**config.mk**
```make
export PLATFORM = sky130hd
export DESIGN_NAME = div_radix2
export DESIGN_NICKNAME = d
export VERILOG_FILES = /design/src/rtl/div_radix2_pkg.sv /design/src/rtl/div_step.sv /design/src/rtl/div_radix2.sv
export SDC_FILE = /design/constraint.sdc
export NUM_CORES = 1
export LEC_CHECK = 0
export CORE_AREA = 8 8 167 169
export CTS_BUF_LIST = sky130_fd_sc_hd__clkbuf_16
export DETAILED_ROUTE_END_ITERATION = 7
export DIE_AREA = 0 0 175 177
export PLACE_DENSITY = 0.67
export SLEW_MARGIN = 20
export SYNTH_ARGS = -nofsm -noshare
export SYNTH_HDL_FRONTEND = slang
export SYNTH_SLANG_ARGS = --single-unit
```
**constraint.sdc**
```tcl
create_clock -name clk -period 9.8 [get_ports clk]
set_input_delay 0.98 -clock clk [delete_from_list [all_inputs] [get_ports clk]]
set_output_delay 0.98 -clock clk [all_outputs]
set_load 0.02 [all_outputs]
```
**src/rtl/div_radix2_pkg.sv**
```systemverilog
// Shared definitions for the radix-2 restoring divider: FSM state encoding,
// handshake level names, iteration limit and an operand magnitude helper.
package div_radix2_pkg;

  typedef enum logic [1:0] {
    ST_IDLE   = 2'd0,
    ST_BYZERO = 2'd1,
    ST_ON     = 2'd2,
    ST_END    = 2'd3
  } div_state_t;

  localparam logic DivStart          = 1'b1;
  localparam logic DivStop           = 1'b0;
  localparam logic DivResultReady    = 1'b1;
  localparam logic DivResultNotReady = 1'b0;

  localparam int DIV_ITER = 32;
  localparam int CNT_W    = 6;

  // Magnitude of an operand: negate only when signed mode and the value is negative.
  function automatic logic [31:0] magnitude(input logic [31:0] value, input logic use_sign);
    return (use_sign && value[31]) ? (~value + 32'd1) : value;
  endfunction

endpackage

```
**src/rtl/div_step.sv**
```systemverilog
// One restoring shift-subtract iteration.
// acc layout: acc[64:32] = partial remainder, acc[31:0] = dividend bits still
// to be consumed (high end) and quotient bits produced so far (low end).
module div_step (
  input  logic [64:0] acc,
  input  logic [31:0] divisor,
  output logic [64:0] acc_next
);

  logic [64:0] shifted;
  logic [32:0] trial;

  // Shift in the next dividend bit, try to subtract; bit 32 of trial is the borrow.
  always_comb begin
    shifted = {acc[63:0], 1'b0};
    trial   = shifted[64:32] - {1'b0, divisor};
    if (trial[32]) begin
      acc_next = shifted;
    end else begin
      acc_next = {trial, shifted[31:1], 1'b1};
    end
  end

endmodule

```
**src/rtl/div_radix2.sv**
```systemverilog
// Radix-2 restoring divider, 32/32 -> {remainder, quotient}, signed or unsigned.
// Operands are converted to magnitudes at capture, iterated 32 times, and the
// signs are restored when the result is loaded in END.
// Optional macro DIV_EARLY_TERM_EN: when |dividend| < |divisor| the divide
// skips iteration and goes straight to END with quotient 0.
//
// Handshake: start_i is a request level held until ready_o=1; ready_o stays 1
// (result_o frozen) while start_i stays high, and drops one edge after start_i
// falls. annul_i aborts from any busy state and wins over start_i.
module div_radix2
  import div_radix2_pkg::*;
(
  input  logic        clk,
  input  logic        rst,
  input  logic        signed_div_i,
  input  logic [31:0] opdata1_i,
  input  logic [31:0] opdata2_i,
  input  logic        start_i,
  input  logic        annul_i,
  output logic [63:0] result_o,
  output logic        ready_o,
  output div_state_t  dbg_state
);

  div_state_t        state;
  div_state_t        state_next;
  logic [64:0]       acc;
  logic [64:0]       acc_next;
  logic [31:0]       divisor_q;
  logic              neg_quo_q;
  logic              neg_rem_q;
  logic [CNT_W-1:0]  count;

  logic [31:0]       mag_a;
  logic [31:0]       mag_b;
  logic              early_term;
  logic [31:0]       quo_fix;
  logic [31:0]       rem_fix;

  logic              capture;
  logic              do_step;
  logic              zero_acc;
  logic              load_res;
  logic              clear_out;

  assign mag_a     = magnitude(opdata1_i, signed_div_i);
  assign mag_b     = magnitude(opdata2_i, signed_div_i);
  assign dbg_state = state;

`ifdef DIV_EARLY_TERM_EN
  assign early_term = (opdata2_i != 32'd0) && (mag_a < mag_b);
`else
  assign early_term = 1'b0;
`endif

  // Sign correction: quotient negative when signs differ, remainder follows dividend.
  assign quo_fix = neg_quo_q ? (~acc[31:0] + 32'd1) : acc[31:0];
  assign rem_fix = neg_rem_q ? (~acc[63:32] + 32'd1) : acc[63:32];

  div_step u_step (
    .acc      (acc),
    .divisor  (divisor_q),
    .acc_next (acc_next)
  );

  // State register.
  always_ff @(posedge clk or posedge rst) begin
    if (rst) begin
      state <= ST_IDLE;
    end else begin
      state <= state_next;
    end
  end

  // Next-state logic; annul_i overrides everything outside IDLE.
  always_comb begin
    state_next = state;
    case (state)
      ST_IDLE: begin
        if (start_i == DivStart && !annul_i) begin
          if (opdata2_i == 32'd0) begin
            state_next = ST_BYZERO;
          end else if (early_term) begin
            state_next = ST_END;
          end else begin
            state_next = ST_ON;
          end
        end
      end
      ST_BYZERO: state_next = annul_i ? ST_IDLE : ST_END;
      ST_ON: begin
        if (annul_i) begin
          state_next = ST_IDLE;
        end else if (count == CNT_W'(DIV_ITER - 1)) begin
          state_next = ST_END;
        end
      end
      ST_END: begin
        if (annul_i) begin
          state_next = ST_IDLE;
        end else if (ready_o == DivResultReady && start_i == DivStop) begin
          state_next = ST_IDLE;
        end
      end
      default: state_next = ST_IDLE;
    endcase
  end

  // Output/control decode: which datapath action happens at the next edge.
  always_comb begin
    capture  = 1'b0;
    do_step  = 1'b0;
    zero_acc = 1'b0;
    load_res = 1'b0;
    case (state)
      ST_IDLE:   capture  = (start_i == DivStart) && !annul_i;
      ST_BYZERO: zero_acc = !annul_i;
      ST_ON:     do_step  = !annul_i;
      ST_END:    load_res = !annul_i && (ready_o == DivResultNotReady);
      default:   ;
    endcase
    clear_out = (state != ST_IDLE) && (state_next == ST_IDLE);
  end

  // Datapath: operand capture, iteration, counter and registered result.
  always_ff @(posedge clk or posedge rst) begin
    if (rst) begin
      acc       <= '0;
      divisor_q <= '0;
      neg_quo_q <= 1'b0;
      neg_rem_q <= 1'b0;
      count     <= '0;
      result_o  <= '0;
      ready_o   <= DivResultNotReady;
    end else begin
      if (capture) begin
        // Early termination preloads the remainder with |dividend| and quotient 0.
        acc       <= early_term ? {1'b0, mag_a, 32'd0} : {33'd0, mag_a};
        divisor_q <= mag_b;
        neg_quo_q <= signed_div_i & (opdata1_i[31] ^ opdata2_i[31]);
        neg_rem_q <= signed_div_i & opdata1_i[31];
        count     <= '0;
      end else if (zero_acc) begin
        acc <= '0;
      end else if (do_step) begin
        acc   <= acc_next;
        count <= count + CNT_W'(1);
      end

      if (load_res) begin
        result_o <= {rem_fix, quo_fix};
        ready_o  <= DivResultReady;
      end else if (clear_out) begin
        result_o <= '0;
        ready_o  <= DivResultNotReady;
      end
    end
  end

endmodule
```
Yosys cells after proc, flatten, opt, wreduce, memory -nomap -nowiden

Index checks and enable logic that the tools add are counted.
W data, S select, Z words.

Flip-flop bits (word level): 171
Output and inout bits: 67
Memory bits (writable): 0
ROM bits: 0
Memories kept: 0
Word-level logic and storage cells: 70
Bits in latches: 0

Reductions and logical operators: 15
Bitwise operators: 9
Shift operators: 0
Muxes and demuxes: 27
Equal/unequal tests: 5
Multiply operators: 0
$lt $le $gt $ge: 0
Add/subtract/negate cells: 6
Div/mod/pow operators: 0

Operators with widths:

| operator                | number |
|---|---|
| $mux W64                | 6 |
| $add A32 B1 Y32 const B | 4 |
| $mux W32                | 4 |
| $not A32 Y32            | 4 |
| $sub A33 B32 Y33        | 1 |
| $logic_not A32 Y1       | 1 |
| $mux W6                 | 3 |
| $mux W2                 | 7 |
| $pmux W2 S4             | 1 |
| $add A6 B1 Y6 const B   | 1 |
| $eq A6 B5 Y1 const B    | 1 |
| $logic_and A1 B1 Y1     | 6 |
| $mux W1                 | 6 |
| $reduce_bool A2 Y1      | 3 |
| $eq A2 B2 Y1 const B    | 2 |
| $logic_not A2 Y1        | 2 |
| $reduce_bool A3 Y1      | 1 |
| $and A1 B1 Y1           | 2 |
| $eq A2 B1 Y1 const B    | 1 |
| $ne A2 B2 Y1 const B    | 1 |
| $not A1 Y1              | 2 |
| $reduce_and A2 Y1       | 1 |
| $logic_not A1 Y1        | 1 |
| $xor A1 B1 Y1           | 1 |

Depth between registers and ports, before layout

Gate-level depths: netlist (run 1).

Depth in word-level cells: 9
Gate-level depth with buffers: 13
Gate-level depth less buffers: 11

Hierarchy

From an unflattened synthesis (run 1), not the netlist that was laid out.

Cell total of the unflattened synthesis: 1413
Area total of the unflattened synthesis: 12115.4 um^2

By module, submodules not included:

| module     | instances | area an instance (um^2) | cells an instance |
|---|---|---|---|
| div_radix2 | 1         | 9421.5                  | 1026 |
| div_step   | 1         | 2693.8                  | 387 |

Worst setup path before layout (run 1)

No wires, ideal clock.

Kind: input to register
Start point: input opdata2_i[0]
End point: register divisor_q[29]
Data arrival time: 2863 ps
Setup slack: 6802 ps
Library setup time: 135 ps
Cell stages on the path: 8
Buffers on the path: 0
Cells stage by stage: or3_1 nor4b_2 nand4_1 or4_1 nor4_2 a21oi_1 xnor2_1 o21ai_0

Longest elaborated chain between the ends: 3

Ends and longest elaborated chain:

| element                | line                 | text |
|---|---|---|
| start: declaration     | div_radix2.sv:17     | `input logic [31:0] opdata2_i,` |
| $not A32 Y32           | div_radix2_pkg.sv:22 | `return (use_sign && value[31]) ? (~value + 32'd1) : value;` |
| $add A32 B1 Y32        | div_radix2_pkg.sv:22 |  |
| $mux W32               | div_radix2_pkg.sv:22 |  |
| end signal: assignment | div_radix2.sv:139    | `divisor_q <= mag_b;` |
| end: declaration       | div_radix2.sv:29     | `logic [31:0] divisor_q;` |

Every way passes these cells.
A chain may end at the register's enable or synchronous reset.

Worst setup path in the final report (run 1)

Start point: register acc[31]
End point: register acc[58]

Longest elaborated chain between the ends: 5

Ends and longest elaborated chain:

| element                  | line              | text |
|---|---|---|
| start: declaration       | div_radix2.sv:27  | `logic [64:0] acc;` |
| start signal: assignment | div_radix2.sv:138 | `acc <= early_term ? {1'b0, mag_a, 32'd0} : {33'd0, mag_a};` |
| start signal: assignment | div_radix2.sv:146 | `acc <= acc_next;` |
| $sub A33 B32 Y33         | div_step.sv:16    | `trial = shifted[64:32] - {1'b0, divisor};` |
| $mux W64                 | div_step.sv:17    | `if (trial[32]) begin` |
| $mux W64                 | div_radix2.sv:145 | `end else if (do_step) begin` |
| $mux W64                 | div_radix2.sv:143 | `end else if (zero_acc) begin` |
| $mux W64                 | div_radix2.sv:136 | `if (capture) begin` |

Every way passes these cells. The select of a mux whose other input is x is not followed.

==> flow_summary.rst, run 1 <==
.. list-table::
   :header-rows: 1

   * - Metric
     - Value
   * - Deepest clock path buffer count
     - 2
   * - Antenna diode instance count
     - 0
   * - Reg power frac
     - 31.9%
   * - Number of enable-type register cells in the synthesized netlist
     - 0
   * - Critical Path Source Type
     - register
   * - Clk network pwr share
     - roughly 23%
   * - Placement Cell Area
     - ~0.013 mm²
   * - Area of combinational cells with multiple inputs
     - roughly 0.0067 mm²
   * - Fin cells
     - 1792
   * - Antenna viol nets, final
     - 0
   * - LEAKAGE
     - about 5.7 nW
   * - Via count of the first global-routing pass
     - approximately 9500
   * - Synth area leaders
     - sky130_fd_sc_hd__dfrtp_1 37%, sky130_fd_sc_hd__nand2_1 8.2%, sky130_fd_sc_hd__o21ai_0 7.4%, sky130_fd_sc_hd__xor2_1 6.6%, sky130_fd_sc_hd__xnor2_1 4.7%
   * - Area growth from synthesis to final layout
     - 18.8%
   * - GR Util All Layers
     - 19.6%
   * - Count of final hold-check violations
     - 0
   * - I/O pin count
     - 136
   * - Cells after Synth
     - between 1000 and 1500
   * - Fraction of layout cells with a size suffix above 1
     - under 10%
   * - Clock slew seen by the registers of the worst setup and hold paths
     - about 0.080 ns
   * - Mean Syn Cell Area
     - around 8.4 µm²
   * - Standard-cell row count
     - a little under 60
   * - Num Clock Sinks
     - between 150 and 200
   * - Root buffer cell
     - sky130_fd_sc_hd__clkbuf_16
   * - Yosys warning total
     - 0
   * - Final setup violation count
     - 0
   * - Peak Freq
     - 265 MHz
   * - Final count of pins violating max slew
     - 0
   * - Period utilization
     - about two fifths
   * - Flip-flop and latch count after synthesis
     - 171
   * - Cell Pwr Density
     - 228 mW/mm²
   * - NetSw
     - between 1 and 1.5 mW
   * - Number of placed cells counting well taps
     - 1760
   * - Unrepaired setup endpoints after global routing
     - false
   * - Buffer count from post-CTS setup fixing
     - 0
   * - Total via count after detailed routing
     - between 10000 and 15000
   * - Violation count after the first detailed-routing iteration
     - 1023
   * - Width of the die
     - ~180 µm
   * - Class of the most critical setup path
     - register to register
   * - Endpoint kind of the worst setup timing path
     - register
   * - Status
     - finished clean
   * - CTS tree
     - built
   * - Maximum number of pins on one net before global-route repair
     - between 90 and 100
   * - Detail-routed via count per cell
     - approximately 5.6
   * - Initial Utilization
     - between 40% and 50%
   * - Most instantiated flip-flop cell in the synthesis netlist
     - sky130_fd_sc_hd__dfrtp_1
   * - Clock period minus final worst setup slack
     - ~3.8 ns
   * - GRT overflow
     - 0
   * - Sequential-to-total area share from yosys stat
     - 37.3%
   * - Detail Placement HPWL
     - 22700 µm
   * - Worst endpoint data arrival time
     - approximately 4 ns
   * - Share of Yosys cell area claimed by the top area cell type
     - between 30% and 40%
   * - Number of antenna violations at the first check in global routing
     - 0
   * - Number of fillers in the final layout
     - 2380
   * - Comb power frac
     - 45.0%
   * - Post-layout net count
     - around 1600
   * - R2R Setup Slk
     - 6.02 ns
   * - Area of the core
     - around 0.025 mm²
   * - Final wirelength
     - just over 30000 µm
   * - Number of design rule violations left after detail routing
     - 0
   * - Proportion of total power due to net switching
     - about 44%
   * - IO buf count
     - 135
   * - Register Area
     - approximately 0.0043 mm²
   * - Distinct cells, synth
     - between 70 and 80
   * - Synthesized Nets
     - 1467
   * - Sum of negative setup slack
     - 0 ns
   * - Commonest non-fill, non-tap cell in the layout
     - sky130_fd_sc_hd__nand2_1
   * - Transition at the pin with the smallest max-transition slack
     - between 0.9 and 1 ns
   * - Number of iterations in the first detailed-routing pass
     - 5
   * - Worst Path Max Fanout
     - 27
   * - Share of async-settable or async-resettable flops after synthesis
     - between 90% and 100%
   * - Cell type with the highest aggregate area in the netlist
     - sky130_fd_sc_hd__dfrtp_1
   * - Fin Clk Skew
     - approximately 0.017 ns
   * - Critical Path RT
     - a little over 10 ns
   * - CTS H-tree lvls
     - 4
   * - Internal
     - ~1.7 mW
   * - Top library cells by usage in the layout, fill and taps aside
     - 250 x sky130_fd_sc_hd__nand2_1, 171 x sky130_fd_sc_hd__dfrtp_1, 170 x sky130_fd_sc_hd__o21ai_0
   * - Final instance area
     - around 0.014 mm²
   * - Wire length of the first global-routing pass
     - just over 50000 µm
   * - CTS Buf Count
     - 17
   * - Weighted congestion at the end of routability-driven global placement
     - between 0.8 and 0.9
   * - Mapped Area
     - roughly 0.011 mm²
   * - Number of violations of the max-capacitance limit
     - 0
   * - Number of buffers inserted by hold repair at cts
     - 0
   * - Final routed wire length divided by cell count
     - 17.1 µm
   * - Die area
     - about 0.031 mm²
   * - Number of gates given a new drive strength after cts
     - 0
   * - Type of the worst min-delay path
     - register to register
   * - Die extent in y
     - ~180 µm
   * - Tightest slew margin relative to the limit
     - around 36%
   * - Peak VDD IR
     - 0.000154 V
   * - Insertion delay to the later sink of the worst-skew pair
     - between 0.4 and 0.5 ns
## sequential cells by signal (all words and copies together) (netlist names)
name and flops:
divisor_q 32, neg_rem_q 1, ready_o 1, acc 64
count 6, dbg_state 2, neg_quo_q 1, result_o 64
## layout make-up
cell class                      instances  area share (%)
Multi-Input combinational cell       1058            49.1
Clock buffer                           17            3.12
Tap cell                              335            3.08
Sequential cell                       171            31.4
Timing Repair Buffer                  144            10.4
Inverter                               52            1.47
Clock inverter                         15            1.42
## metrics by stage
| stage | utilization, % | hold slack (ns) | power (mW) | setup slack [ns] |
|---|---|---|---|---|
| 6_report | 53.5 | 0.481 | 3.11 | 6.02 |
| 2_1_floorplan | - | 0.450 | 2.02 | 4.19 |
| 5_1_grt | 53.5 | 0.500 | 3.31 | 5.81 |
| 4_1_cts | 53.5 | 0.486 | 3.09 | 6.09 |
| 3_5_place_dp | 51.0 | 0.469 | 2.37 | 5.89 |
| 3_3_place_gp | 51.0 | 0.460 | 2.36 | 5.95 |
## layer usage
layer / part of all wire [%] / global-route usage [%] / wire length (µm)
met1: 50 / 29.4 / 15300
met2: 42 / 28.6 / 13000
met3: 5.9 / 3.29 / 1800
met4: 1.6 / 5.05 / 503
met5: 0 / 0 / 0
## cells by family after synthesis
logic type / after synthesis / synth area share (%)
simple gates: 473 / 19.6
compound gates: 396 / 22.6
flops: 171 / 37.3
xor+xnor: 149 / 11.4
buf+inv: 131 / 4.61
fa+ha+maj: 38 / 4.21
mux: 2 / 0.175
## final timing paths
kind	cells past startpoint	start	end
max	11	acc[31]	acc[58]
min	2	result_o[23]	result_o[23]
max reg2reg	11	acc[31]	acc[58]
min reg2reg	2	result_o[23]	result_o[23]
max in group asynchronous	3	rst	result_o[54]
min in group asynchronous	2	rst	result_o[34]
## Yosys cell counts (all sizes together), types with 10 or more instances
cell type	instances
a21oi	49
or4	14
nor3	19
o211ai	28
or3	23
nand3	18
xnor2	62
nand2	252
nor2	53
o41ai	13
inv	52
xor2	87
o31ai	31
a22oi	29
buf	12
nand4	36
nand2b	10
ha	37
dfrtp	171
o21ai	179
a21o	12
clkbuf	67
nor4	11
## critical path, cell delays in order (launching register included)
cell                       delay (ns)
sky130_fd_sc_hd__dfrtp_1         0.39
sky130_fd_sc_hd__inv_1           0.07
sky130_fd_sc_hd__ha_1            0.22
sky130_fd_sc_hd__fa_1            0.40
sky130_fd_sc_hd__nand2b_1        0.18
sky130_fd_sc_hd__a21oi_1         0.29
sky130_fd_sc_hd__o21ai_1         0.25
sky130_fd_sc_hd__a31oi_2         0.32
sky130_fd_sc_hd__a311oi_1        0.14
sky130_fd_sc_hd__o21ai_1         0.56
sky130_fd_sc_hd__nand2_4         0.40
sky130_fd_sc_hd__a221o_1         0.43
## power by group through the flow
stage	registers [mW]	logic, mW	clock network, mW
3_5_place_dp	1.00	1.37	0
3_3_place_gp	0.997	1.36	0
4_1_cts	0.988	1.38	0.719
5_1_grt	1.01	1.55	0.750
6_report	0.991	1.40	0.717
2_1_floorplan	0.924	1.10	0
(Power assumes the default switching activity.)
==> run 2: changes to the inputs <==
- clock period: 9.8 -> 3.5 ns (I/O delays scaled with it)
==> run 2 against run 1 <==
Against the previous run:
- global-route usage grew 0.40 points
- utilization grew 1.1 points
- non-clock buffer count grew 31
- clock-buffer cell count is the same
- critical endpoint is now acc[54]
- largest power group unchanged
- highest routed layer unchanged
==> flow_summary.rst, run 2 (synthesized netlist as in run 1, its figures left out) <==
.. list-table::
   :header-rows: 1

   * - Metric
     - Value
   * - Standard-cell row count
     - 59 (unchanged)
   * - Maximum number of pins on one net before global-route repair
     - 172 (was 97)
   * - Initial Utilization
     - 45.0% (unchanged)
   * - Final setup violation count
     - 0 (unchanged)
   * - Violation count after the first detailed-routing iteration
     - 778 (was 1023)
   * - Peak VDD IR
     - 0.000399 V (was 0.000154 V)
   * - Worst reg-to-reg path cell count
     - 11 (unchanged)
   * - Type of the worst min-delay path
     - register to register (unchanged)
   * - DP Worst Slack
     - 0.157 ns (was 5.89 ns)
   * - Total via count after detailed routing
     - 10179 (was 10098)
   * - Status
     - finished clean (unchanged)
   * - Power Total
     - 8.83 mW (was 3.11 mW)
   * - Area of the core
     - 0.0255 mm² (unchanged)
   * - Endpoint kind of the worst setup timing path
     - register (unchanged)
   * - Fin Clk Skew
     - 0.0149 ns (was 0.0175 ns)
   * - Cell-by-cell listing of the critical path
     - inv_1 -> ha_1 -> fa_1 -> nand2b_1 -> a21oi_1 -> o21ai_1 -> a31oi_2 -> a311oi_1 -> or3_4 -> a41o_1 -> a31o_1 (was inv_1 -> ha_1 -> fa_1 -> nand2b_1 -> a21oi_1 -> o21ai_1 -> a31oi_2 -> a311oi_1 -> o21ai_1 -> nand2_4 -> a221o_1)
   * - Die extent in y
     - 177 µm (unchanged)
   * - Weighted congestion at the end of routability-driven global placement
     - 0.876 (was 0.887)
   * - Post-layout net count
     - 1583 (was 1551)
   * - NetSw
     - 3.87 mW (was 1.37 mW)
   * - Commonest non-fill, non-tap cell in the layout
     - sky130_fd_sc_hd__nand2_1 (unchanged)
   * - Detail Placement HPWL
     - 23400 µm (was 22700 µm)
   * - Final wirelength
     - 30800 µm (was 30600 µm)
   * - Proportion of total power due to net switching
     - 43.8% (was 44.2%)
   * - Worst setup margin
     - 0.305 ns (was 6.02 ns)
   * - Cell Pwr Density
     - 636 mW/mm² (was 228 mW/mm²)
   * - Comb power frac
     - 47.9% (was 45.0%)
   * - IO buf count
     - 135 (unchanged)
   * - Sum of negative setup slack
     - 0 ns (unchanged)
   * - Number of antenna violations at the first check in global routing
     - 0 (unchanged)
   * - I/O pin count
     - 136 (unchanged)
   * - Worst endpoint data arrival time
     - 3.51 ns (was 4.09 ns)
   * - Clock period minus final worst setup slack
     - 3.20 ns (was 3.78 ns)
   * - Critical Path RT
     - 3.81 ns (was 10.11 ns)
   * - Insertion delay to the later sink of the worst-skew pair
     - 0.43 ns (was 0.44 ns)
   * - Antenna diode instance count
     - 0 (unchanged)
   * - Hold Path Cell Cnt
     - 2 (unchanged)
   * - Critical Path Source Type
     - register (unchanged)
   * - Tightest slew margin relative to the limit
     - 34.3% (was 36.3%)
   * - Antenna viol nets, final
     - 0 (unchanged)
   * - Die area
     - 0.0310 mm² (unchanged)
   * - Final instance area
     - 0.0139 mm² (was 0.0136 mm²)
   * - Peak per-stage delay on the critical path
     - 0.49 ns (was 0.56 ns)
   * - Width of the die
     - 175 µm (unchanged)
   * - Deepest clock path buffer count
     - 2 (unchanged)
   * - Count of final hold-check violations
     - 0 (unchanged)
   * - LEAKAGE
     - 5.86 nW (was 5.70 nW)
   * - Transition at the pin with the smallest max-transition slack
     - 0.986 ns (was 0.955 ns)
   * - Crit-path slowest cell
     - sky130_fd_sc_hd__or3_4 (was sky130_fd_sc_hd__o21ai_1)
   * - Internal
     - 4.96 mW (was 1.73 mW)
   * - Final count of pins violating max slew
     - 0 (unchanged)
   * - Worst Path Max Fanout
     - 7 (was 27)
   * - GR Util All Layers
     - 20.0% (was 19.6%)
   * - Placement Cell Area
     - 0.0132 mm² (was 0.0130 mm²)
   * - Fraction of layout cells with a size suffix above 1
     - 8.19% (was 6.11%)
   * - CTS Buf Count
     - 17 (unchanged)
   * - Num Clock Sinks
     - 171 (unchanged)
   * - Largest registers
     - acc x64, result_o x64, divisor_q x32 (unchanged)
   * - Number of violations of the max-capacitance limit
     - 0 (unchanged)
   * - Period utilization
     - 91.3% (was 38.6%)
   * - Via count of the first global-routing pass
     - 9741 (was 9453)
   * - Detail-routed via count per cell
     - 5.58 (was 5.64)
   * - Top library cells by usage in the layout, fill and taps aside
     - 250 x sky130_fd_sc_hd__nand2_1, 171 x sky130_fd_sc_hd__dfrtp_1, 170 x sky130_fd_sc_hd__o21ai_0 (unchanged)
   * - Peak Freq
     - 313 MHz (was 265 MHz)
   * - CTS H-tree lvls
     - 4 (unchanged)
   * - CTS tree
     - built (unchanged)
   * - Wire length of the first global-routing pass
     - 51200 µm (was 50400 µm)
   * - Clock slew seen by the registers of the worst setup and hold paths
     - 0.08 ns (about the same)
   * - Number of iterations in the first detailed-routing pass
     - 5 (unchanged)
   * - Number of design rule violations left after detail routing
     - 0 (unchanged)
   * - Class of the most critical setup path
     - register to register (unchanged)
   * - Unrepaired setup endpoints after global routing
     - false (unchanged)
   * - Clk network pwr share
     - 21.6% (was 23.1%)
   * - Number of buffers inserted by hold repair at cts
     - 0 (unchanged)
   * - GRT overflow
     - 0 (unchanged)
   * - Area growth from synthesis to final layout
     - 21.2% (was 18.8%)
   * - Reg power frac
     - 30.5% (was 31.9%)
   * - Root buffer cell
     - sky130_fd_sc_hd__clkbuf_16 (unchanged)
   * - Final routed wire length divided by cell count
     - 16.9 µm (was 17.1 µm)
   * - Worst-case hold slack
     - 0.476 ns (was 0.481 ns)
[run 2: cell count changes in the layout (fill, tap and decap cells not counted), moves of 2 or more]
cell                       previous run  this run
sky130_fd_sc_hd__inv_6                6         4
sky130_fd_sc_hd__clkinv_4             1         3
sky130_fd_sc_hd__buf_12               0         3
sky130_fd_sc_hd__buf_4                9        37
[run 2: path summary, 6_finish.rpt]
check	from	endpoint	slack, ns
min in group asynchronous	rst	result_o[42]	0.50
min reg2reg	result_o[24]	result_o[24]	0.48
min	result_o[24]	result_o[24]	0.48
max reg2reg	acc[31]	acc[54]	0.30
max in group asynchronous	rst	divisor_q[15]	2.28
max	acc[31]	acc[54]	0.30
[run 2: power by group through the flow]
stage | clock network [mW] | registers [mW] | logic [mW]
global route | 2.03 | 2.74 | 4.72
floorplan | 0 | 2.59 | 3.08
CTS | 1.94 | 2.68 | 4.14
detailed placement | 0 | 2.72 | 4.12
finish | 1.91 | 2.69 | 4.23
global placement | 0 | 2.71 | 4.09
[run 2: final cells by class]
class | count | area (µm²)
fillers | 2394 | 11600
multi-input cells | 1059 | 6700
flip-flops and latches | 171 | 4280
repair buffers | 175 | 1690
clock buffers | 17 | 425
well taps | 335 | 419
inverters | 52 | 199
clock inverters | 15 | 176
[run 2: critical path: cells and delay by family (launching register included)]
family,cells,cell delay [ns]
AOI/OAI and AO/OA,6,1.33
and+or+nand+nor,2,0.67
adders and majority gates,2,0.61
DFF,1,0.40
buffers and inverters,1,0.08
[run 2: per-stage QoR]
stage / std cells / utilization [%]
final: 1824 / 54.5
after floorplan: 1360 / -
after global routing: 1824 / 54.5
after global placement: 1789 / 52.0
after detailed placement: 1789 / 52.0
after CTS: 1821 / 54.4
[run 2: repair_timing]
item / in CTS / in global routing
setup endpoints to repair: 0 / 27
buffers inserted: 0 / 2
gates resized for setup: 0 / 3
[run 2: metal layers]
layer  global-route usage, %  vias to the layer above  routed length (µm)
met5                       0                        -                   0
met4                    5.40                        0                 481
met3                    3.35                       33                1790
met2                    29.6                      242               13300
met1                    29.6                     4814               15200
li1                        -                     5090                   -
